===== src/rtl/pzcorebus_csr_responder_pkg.sv =====
`timescale 1ns/1ps
`default_nettype none
// ============================================================================
//  Module      : pzcorebus_csr_responder_pkg
//  Description : Shared command/response/state encodings for the CSR
//                responder.
//  Revision    : 1.0 - initial release
// ============================================================================
package pzcorebus_csr_responder_pkg;

    // Command channel encoding
    typedef enum logic [1:0] {
        CMD_NULL             = 2'd0,
        CMD_READ             = 2'd1,
        CMD_WRITE            = 2'd2,
        CMD_WRITE_NON_POSTED = 2'd3
    } cmd_e;

    // Response channel encoding
    typedef enum logic [1:0] {
        RESP_NULL               = 2'd0,
        RESP_RESPONSE           = 2'd1,
        RESP_RESPONSE_WITH_DATA = 2'd2
    } resp_e;

    // Response slot state: IDLE = empty, BUSY = holds a valid response
    typedef enum logic [0:0] {
        STATE_IDLE = 1'b0,
        STATE_BUSY = 1'b1
    } state_e;

    // Fixed part of a response; id/data widths are added by the top level
    typedef struct packed {
        resp_e resp;
        logic  error;
    } resp_head_t;

endpackage : pzcorebus_csr_responder_pkg
`default_nettype wire


===== src/rtl/pzcorebus_csr_responder_regfile.sv =====
`timescale 1ns/1ps
`default_nettype none
// ============================================================================
//  Module      : pzcorebus_csr_responder_regfile
//  Description : DEPTH x DATA_WIDTH register array with one byte-enabled
//                write port and one asynchronous read port.
//  Revision    : 1.0 - initial release
// ============================================================================
module pzcorebus_csr_responder_regfile
    import pzcorebus_csr_responder_pkg::*;
#(
    parameter int                    DATA_WIDTH  = 32,
    parameter int                    DEPTH       = 64,
    parameter int                    INDEX_WIDTH = 6,
    parameter logic [DATA_WIDTH-1:0] RESET_VALUE = '0
)(
    input  logic                      i_clk,
    input  logic                      i_rst,
    input  logic                      i_write_en,
    input  logic [INDEX_WIDTH-1:0]    i_write_index,
    input  logic [DATA_WIDTH-1:0]     i_write_data,
    input  logic [DATA_WIDTH/8-1:0]   i_write_byteen,
    input  logic [INDEX_WIDTH-1:0]    i_read_index,
    output logic [DATA_WIDTH-1:0]     o_read_data
);

    localparam int c_BYTES = DATA_WIDTH / 8;

    logic [DATA_WIDTH-1:0] r_mem [DEPTH];

    generate
        for (genvar w = 0; w < DEPTH; w++) begin : g_word
            // Byte-enabled update of one word; async reset to RESET_VALUE
            always_ff @(posedge i_clk or posedge i_rst) begin
                if (i_rst) begin
                    r_mem[w] <= RESET_VALUE;
                end else if (i_write_en && (i_write_index == INDEX_WIDTH'(w))) begin
                    for (int b = 0; b < c_BYTES; b++) begin
                        if (i_write_byteen[b]) begin
                            r_mem[w][8*b +: 8] <= i_write_data[8*b +: 8];
                        end
                    end
                end
            end
        end
    endgenerate

    assign o_read_data = r_mem[i_read_index];

endmodule : pzcorebus_csr_responder_regfile
`default_nettype wire


===== src/rtl/pzcorebus_csr_responder.sv =====
`timescale 1ns/1ps
`default_nettype none
// ============================================================================
//  Module      : pzcorebus_csr_responder
//  Description : Terminating pzcorebus CSR responder. Decodes single-beat
//                read / posted write / non-posted write commands against an
//                internal register file and returns one registered response
//                per read and non-posted write.
//  Revision    : 1.0 - initial release
// ============================================================================
module pzcorebus_csr_responder
    import pzcorebus_csr_responder_pkg::*;
#(
    parameter int                    ADDR_WIDTH   = 16,
    parameter int                    DATA_WIDTH   = 32,
    parameter int                    ID_WIDTH     = 4,
    parameter int                    DEPTH        = 64,
    parameter logic [ADDR_WIDTH-1:0] BASE_ADDRESS = '0,
    parameter logic [DATA_WIDTH-1:0] RESET_VALUE  = '0
)(
    input  logic                      i_clk,
    input  logic                      i_rst,
    input  logic [1:0]                i_mcmd,
    input  logic [ID_WIDTH-1:0]       i_mid,
    input  logic [ADDR_WIDTH-1:0]     i_maddr,
    input  logic [DATA_WIDTH-1:0]     i_mdata,
    input  logic [DATA_WIDTH/8-1:0]   i_mdata_byteen,
    output logic                      o_scmd_accept,
    output logic [1:0]                o_sresp,
    output logic [ID_WIDTH-1:0]       o_sid,
    output logic                      o_serror,
    output logic [DATA_WIDTH-1:0]     o_sdata,
    input  logic                      i_mresp_accept
);

    localparam int          c_BYTES       = DATA_WIDTH / 8;
    localparam int          c_OFFSET_BITS = $clog2(c_BYTES);
    localparam int          c_INDEX_WIDTH = (DEPTH > 1) ? $clog2(DEPTH) : 1;
    localparam logic [63:0] c_WINDOW      = 64'(DEPTH) * 64'(c_BYTES);

    typedef struct packed {
        resp_head_t             head;
        logic [ID_WIDTH-1:0]    id;
        logic [DATA_WIDTH-1:0]  data;
    } response_t;

    state_e                   r_state;
    response_t                r_response;
    response_t                w_next_response;

    cmd_e                     w_cmd;
    logic                     w_handshake;
    logic                     w_resp_handshake;
    logic                     w_write_en;
    logic [ADDR_WIDTH-1:0]    w_offset;
    logic                     w_in_range;
    logic [c_INDEX_WIDTH-1:0] w_index;
    logic [DATA_WIDTH-1:0]    w_read_data;

    assign w_cmd            = cmd_e'(i_mcmd);
    assign o_scmd_accept    = (r_state == STATE_IDLE) || i_mresp_accept;
    assign w_handshake      = (w_cmd != CMD_NULL) && o_scmd_accept;
    assign w_resp_handshake = w_handshake &&
                              ((w_cmd == CMD_READ) || (w_cmd == CMD_WRITE_NON_POSTED));

    // Wrapping subtraction; anything below the base wraps high and falls out of range
    assign w_offset   = i_maddr - BASE_ADDRESS;
    assign w_in_range = (64'(w_offset) < c_WINDOW);
    assign w_index    = w_offset[c_OFFSET_BITS +: c_INDEX_WIDTH];
    assign w_write_en = w_handshake && w_in_range &&
                        ((w_cmd == CMD_WRITE) || (w_cmd == CMD_WRITE_NON_POSTED));

    pzcorebus_csr_responder_regfile #(
        .DATA_WIDTH  (DATA_WIDTH),
        .DEPTH       (DEPTH),
        .INDEX_WIDTH (c_INDEX_WIDTH),
        .RESET_VALUE (RESET_VALUE)
    ) u_regfile (
        .i_clk          (i_clk),
        .i_rst          (i_rst),
        .i_write_en     (w_write_en),
        .i_write_index  (w_index),
        .i_write_data   (i_mdata),
        .i_write_byteen (i_mdata_byteen),
        .i_read_index   (w_index),
        .o_read_data    (w_read_data)
    );

    // Build the response for the command currently presented
    always_comb begin
        w_next_response            = '0;
        w_next_response.id         = i_mid;
        w_next_response.head.error = !w_in_range;
        if (w_cmd == CMD_READ) begin
            w_next_response.head.resp = RESP_RESPONSE_WITH_DATA;
            w_next_response.data      = w_in_range ? w_read_data : '0;
        end else begin
            w_next_response.head.resp = RESP_RESPONSE;
        end
    end

    // Response slot: load on a response-producing handshake, clear once consumed
    always_ff @(posedge i_clk or posedge i_rst) begin
        if (i_rst) begin
            r_state    <= STATE_IDLE;
            r_response <= '0;
        end else if (w_resp_handshake) begin
            r_state    <= STATE_BUSY;
            r_response <= w_next_response;
        end else if ((r_state == STATE_BUSY) && i_mresp_accept) begin
            r_state    <= STATE_IDLE;
            r_response <= '0;
        end
    end

    assign o_sresp  = r_response.head.resp;
    assign o_sid    = r_response.id;
    assign o_serror = r_response.head.error;
    assign o_sdata  = r_response.data;

endmodule : pzcorebus_csr_responder
`default_nettype wire


===== config.mk =====
export PLATFORM = sky130hd
export DESIGN_NAME = pzcorebus_csr_responder
export DESIGN_NICKNAME = d
export VERILOG_FILES = /design/src/rtl/pzcorebus_csr_responder_pkg.sv /design/src/rtl/pzcorebus_csr_responder_regfile.sv /design/src/rtl/pzcorebus_csr_responder.sv
export SDC_FILE = /design/constraint.sdc
export NUM_CORES = 2
export LEC_CHECK = 0
export BUFFER_PORTS_ARGS = -buffer_cell sky130_fd_sc_hd__buf_2
export CAP_MARGIN = 20
export CORE_ASPECT_RATIO = 1.4
export CORE_MARGIN = 10
export CORE_UTILIZATION = 29
export CTS_CLUSTER_SIZE = 28
export DETAILED_ROUTE_END_ITERATION = 12
export PLACE_DENSITY = 0.49
export SYNTH_ARGS = -nofsm -noshare
export SYNTH_HDL_FRONTEND = slang
export SYNTH_SLANG_ARGS = --single-unit

===== constraint.sdc =====
create_clock -name i_clk -period 90.5 [get_ports i_clk]
set_input_delay 18.1 -clock i_clk [delete_from_list [all_inputs] [get_ports i_clk]]
set_output_delay 18.1 -clock i_clk [all_outputs]
set_load 0.005 [all_outputs]

Word level (Yosys, flattened, before mapping)
Index checks and enable logic that the tools add are counted.

cells by class
  magnitude comparators = 2
  equality and inequality tests = 66
  mux-type cells = 10
  bitwise logic cells = 2
  reductions and logical operators = 332

operator list
  operator                                                     count
  AND reduction 2 bit                                          256
  binary-select mux 32 bit (select 6 bit)                      1
  equality test 6 bit, second input constant                   32
  two-way mux 32 bit                                           4
  equality test 6 x 5 -> 1 bit, second input constant          16
  two-way mux 39 bit                                           2
  logical AND 1 bit                                            69
  equality test 6 x 4 -> 1 bit, second input constant          8
  equality test 6 x 3 -> 1 bit, second input constant          4
  less-than comparator 16 x 9 -> 1 bit, second input constant  1
  equality test 6 x 2 -> 1 bit, second input constant          2
  greater-or-equal comparator 7 bit, second input constant     1
  inverter 6 -> 7 bit                                          1
  equality test 6 x 1 -> 1 bit, second input constant          1
  zero test 6 bit                                              1
  equality test 2 bit, second input constant                   2
  nonzero test 2 bit                                           2
  logical OR 1 bit                                             3
  equality test 2 x 1 -> 1 bit, second input constant          1
  two-way mux 1 bit                                            2
  two-way mux 2 bit                                            1
  zero test 1 bit                                              1
  inverter 1 bit                                               1

storage, ports and cells
  flip-flop bits (word level) = 2088
  input bits = 61
  output and inout port bits = 40
  word-level logic and storage cells = 673

Logic depth before layout (Yosys ltp)
  depth in word-level cells = 7
  mapped depth = 9
  gate-level depth less buffers = 6

By module
Synthesis repeated with hierarchy kept, for this count alone.

unflattened totals
  cells, all modules = 6124
  area total of the unflattened synthesis = 94762.1 µm²

by module, submodules not included
  module                           instances  cells each  area each (µm²)  seq. area each (µm²)
  pzcorebus_csr_responder_regfile  1          5951        92859.1          51249.2
  pzcorebus_csr_responder          1          173         1903.1           1001.0

Least setup slack after synthesis
No wires, ideal clock.

  path kind = input to output
  from = input i_mresp_accept
  to = output o_scmd_accept
  arrival time = 18.367 ns
  data required time = 72.400 ns
  setup slack = 54.033 ns
  cell stages on the path = 2
  path buffers = 1
  cell sequence = nand2b_1 > clkbuf_1

between the ends
  word-level cells in the longest chain between the ends = 1

RTL lines
  element             RTL line                       RTL
  start: declaration  pzcorebus_csr_responder.sv:33  input logic i_mresp_accept
  logical OR 1 bit    pzcorebus_csr_responder.sv:61  assign o_scmd_accept = (r_state == STATE_IDLE) || i_mresp_accept;
  end: declaration    pzcorebus_csr_responder.sv:28  output logic o_scmd_accept,

No other way between the ends.

Worst setup path after layout
Same ends and word-level chain as after synthesis.

==> impl_metrics.json <==
{
  "status": "finished, final reports clean",
  "clockRootBuffer": "sky130_fd_sc_hd__clkbuf_16",
  "synthToLayoutAreaGrowth_pct": 13.3,
  "worstSetupStartpointType": "primary input",
  "rows": 249,
  "cts_inserted_buffers": 235,
  "cell_internal_pwr_mw": 1.50,
  "critPathRequiredTime_ns": 72.40,
  "top_library_cells_by_usage_in_the_layout_fill_and_taps_aside": "2088 x sky130_fd_sc_hd__dfrtp_1, 2039 x sky130_fd_sc_hd__mux2_2, 606 x sky130_fd_sc_hd__mux2i_1",
  "clock_latency_ns": 0.89,
  "cts_buffer_depth": 4,
  "async_flop_share": 1.00,
  "crit_fanout": 7,
  "mostFrequentLayoutCell": "sky130_fd_sc_hd__dfrtp_1",
  "num-fill-cells": 31931,
  "power_switching_uw": 454,
  "place_worst_setup_slack_ns": 53.77,
  "post_place_cell_area_um2": 101000,
  "seq_power_share": 0.479,
  "fp.dieW_um": 505,
  "drc": 0,
  "max_cap_violation_count": 0,
  "holdCritPathClass": "flop to flop",
  "route.antenna.remaining_nets": 0,
  "overflow": 0,
  "hold_viol": 0,
  "final_max_slew_viol_count": 0,
  "post_drt_wl_per_cell_um": 25.1,
  "core_area_um2": 328000,
  "timing_worst_setup_path_type": "primary input to primary output",
  "power.share.clock": 0.475,
  "fin_total_pwr_mw": 1.95,
  "mappedNetlistNets": 6594,
  "fin_crit_ns": 36.73,
  "post_layout_nonfiller_instances": 11071,
  "placed_cells": 10657,
  "rsz_0062_raised_after_global_routing": "false",
  "htree_num_levels": 4,
  "final_layout_size_suffix_gt1_frac": 0.464,
  "fin_nets": 6567,
  "pwr-share-comb": 0.046,
  "postLayoutSetupSlackWorst_ns": 53.77,
  "synth_cell_types": 46,
  "synth_edf_count": 0,
  "arrival_ns": 18.63,
  "drt_pass1_iterations": 5,
  "holdBufCountCts": 0,
  "fin_crit_sh": 0.406,
  "ys.flop_type": "sky130_fd_sc_hd__dfrtp_1",
  "hpwlAfterDp_um": 175000,
  "ys_seq_elements": 2088,
  "post-synth-top-area-cell": "sky130_fd_sc_hd__dfrtp_1",
  "grt_max_degree": 197,
  "dieHeight_um": 699,
  "worst_setup_skew_after_layout_ns": 0.0461,
  "synthesis.instances": 6533,
  "achievable-frequency_mhz": 27.2,
  "initialDrtViolationCount": 3320,
  "design.portCount": 101,
  "p_leak_nw": 51.3,
  "seq_area_frac_synth": 0.547,
  "endpoint_kind": "primary output",
  "initial_core_utilization": 0.291,
  "worstMarginPinSlew_ns": 1.14,
  "wl_um": 278000,
  "grt_first_pass_wirelength_um": 413000,
  "syn-cell-area_um2": 95500,
  "post-route-cell-area_um2": 108000,
  "cts_sinks": 2088,
  "worst_slew_margin_rel": 0.236,
  "number_of_gates_resized_after_cts": 0,
  "grt_antenna_before_repair": 13,
  "worst_ir_drop_vdd_v": 0.0000172,
  "clkTransAtPathRegs_ns": 0.06,
  "die_area_um2": 353000,
  "count_of_buffers_from_port_buffering": 98,
  "setup-violations-final": 0,
  "totalNegativeSetupSlack_ns": 0,
  "power-per-cell-area_nw_per_um2": 18.1,
  "power_switching_share": 0.232,
  "gpl.final_weighted_congestion": 0.762,
  "yosys-top-cells-area": "sky130_fd_sc_hd__dfrtp_1 55%, sky130_fd_sc_hd__mux2_2 24%, sky130_fd_sc_hd__mux2i_1 6.4%",
  "vias": 55456,
  "synthesis.yosys.warnings": 0,
  "grt_usage": 0.153,
  "synth_top_area_frac": 0.547,
  "clock_tree_from_tritoncts": "yes",
  "routed_via_density": 5.01,
  "cts_setup_buffers": 0,
  "grt_pass1_vias": 59629,
  "syn_area_per_cell_um2": 14.6
}
## kinds of logic (layout without fill, tap and decap cells)
kind of cell    after synthesis  in the layout  share of synthesized area
other cells                   0              5                          0
buf+inv                     491            632                     0.0215
compound gates              489            489                     0.0348
mux                        2910           2910                      0.365
flops                      2088           2088                      0.547
simple gates                555            555                     0.0310
## path summary, 6_finish.rpt
| kind | endpoint | cells after the start | slack, ns | from |
|---|---|---|---|---|
| max | o_scmd_accept | 3 | 53.77 | i_mresp_accept |
| min in group asynchronous | u_regfile.r_mem[346] | 2 | 17.39 | i_rst |
| max in group asynchronous | u_regfile.r_mem[1125] | 8 | 67.84 | i_rst |
| max reg2reg | u_regfile.r_mem[1995] | 7 | 86.32 | r_state |
| min | u_regfile.r_mem[399] | 1 | 0.48 | u_regfile.r_mem[399] |
| min reg2reg | u_regfile.r_mem[399] | 1 | 0.48 | u_regfile.r_mem[399] |
## area by class of cell
type | count | area (um^2) | area share
inverter | 4 | 23.8 | 0.000220
tap | 4392 | 5500 | 0.0508
antenna | 5 | 12.5 | 0.000116
clock buffer | 369 | 7050 | 0.0652
multi-input combinational | 3954 | 41300 | 0.382
clock inverter | 36 | 373 | 0.00345
sequential | 2088 | 52300 | 0.483
timing repair buffer | 223 | 1600 | 0.0148
## state kept, by name, indices dropped and copies added, names as in the netlist
register,cells
o_sid,4
r_state,1
u_regfile.r_mem,2048
o_serror,1
o_sresp,2
o_sdata,32
## synth_stat cells, types with 31 or more instances
cell type                  count
sky130_fd_sc_hd__a211o_1      31
sky130_fd_sc_hd__a21oi_1      64
sky130_fd_sc_hd__a22o_1       67
sky130_fd_sc_hd__a22oi_1      32
sky130_fd_sc_hd__a31oi_1      63
sky130_fd_sc_hd__a32oi_1      32
sky130_fd_sc_hd__and2_1       35
sky130_fd_sc_hd__buf_1        55
sky130_fd_sc_hd__buf_2       104
sky130_fd_sc_hd__clkbuf_1    312
sky130_fd_sc_hd__dfrtp_1    2088
sky130_fd_sc_hd__mux2_2     2039
sky130_fd_sc_hd__mux2i_1     606
sky130_fd_sc_hd__mux4_2      256
sky130_fd_sc_hd__nand2_1     168
sky130_fd_sc_hd__nor2_2      215
sky130_fd_sc_hd__nor3_1       68
sky130_fd_sc_hd__o21ai_0      34
sky130_fd_sc_hd__o22ai_1     158
## metal layers
| layer | routed length, um | track usage | up-vias |
|---|---|---|---|
| met5 | 105 | 0.00229 | - |
| met1 | 120000 | 0.198 | 30008 |
| met4 | 9480 | 0.0521 | 2 |
| met3 | 10500 | 0.0215 | 418 |
| met2 | 138000 | 0.262 | 999 |
| li1 | - | - | 24029 |
## worst max-delay path, cell delays in order
cell and delay (ns):
sky130_fd_sc_hd__buf_2 0.10, sky130_fd_sc_hd__nand2b_1 0.25, sky130_fd_sc_hd__buf_2 0.19
## power by group through the flow
| stage | registers, mW | clock network, mW | logic [mW] |
|---|---|---|---|
| after global routing | 0.934 | 0.994 | 0.0975 |
| after floorplan | 0.956 | 0 | 0.0560 |
| final | 0.935 | 0.929 | 0.0897 |
| after CTS | 0.935 | 0.959 | 0.0922 |
| after detailed placement | 0.952 | 0 | 0.0920 |
| after global placement | 0.952 | 0 | 0.0905 |
## stage by stage
stage          hold WS [ns]  utilization
4_1_cts               0.486        0.329
2_1_floorplan         0.452            -
6_report              0.483        0.330
3_3_place_gp          0.463        0.307
3_5_place_dp          0.472        0.307
5_1_grt               0.494        0.330
No activity file was read; power rests on OpenSTA's default activity.
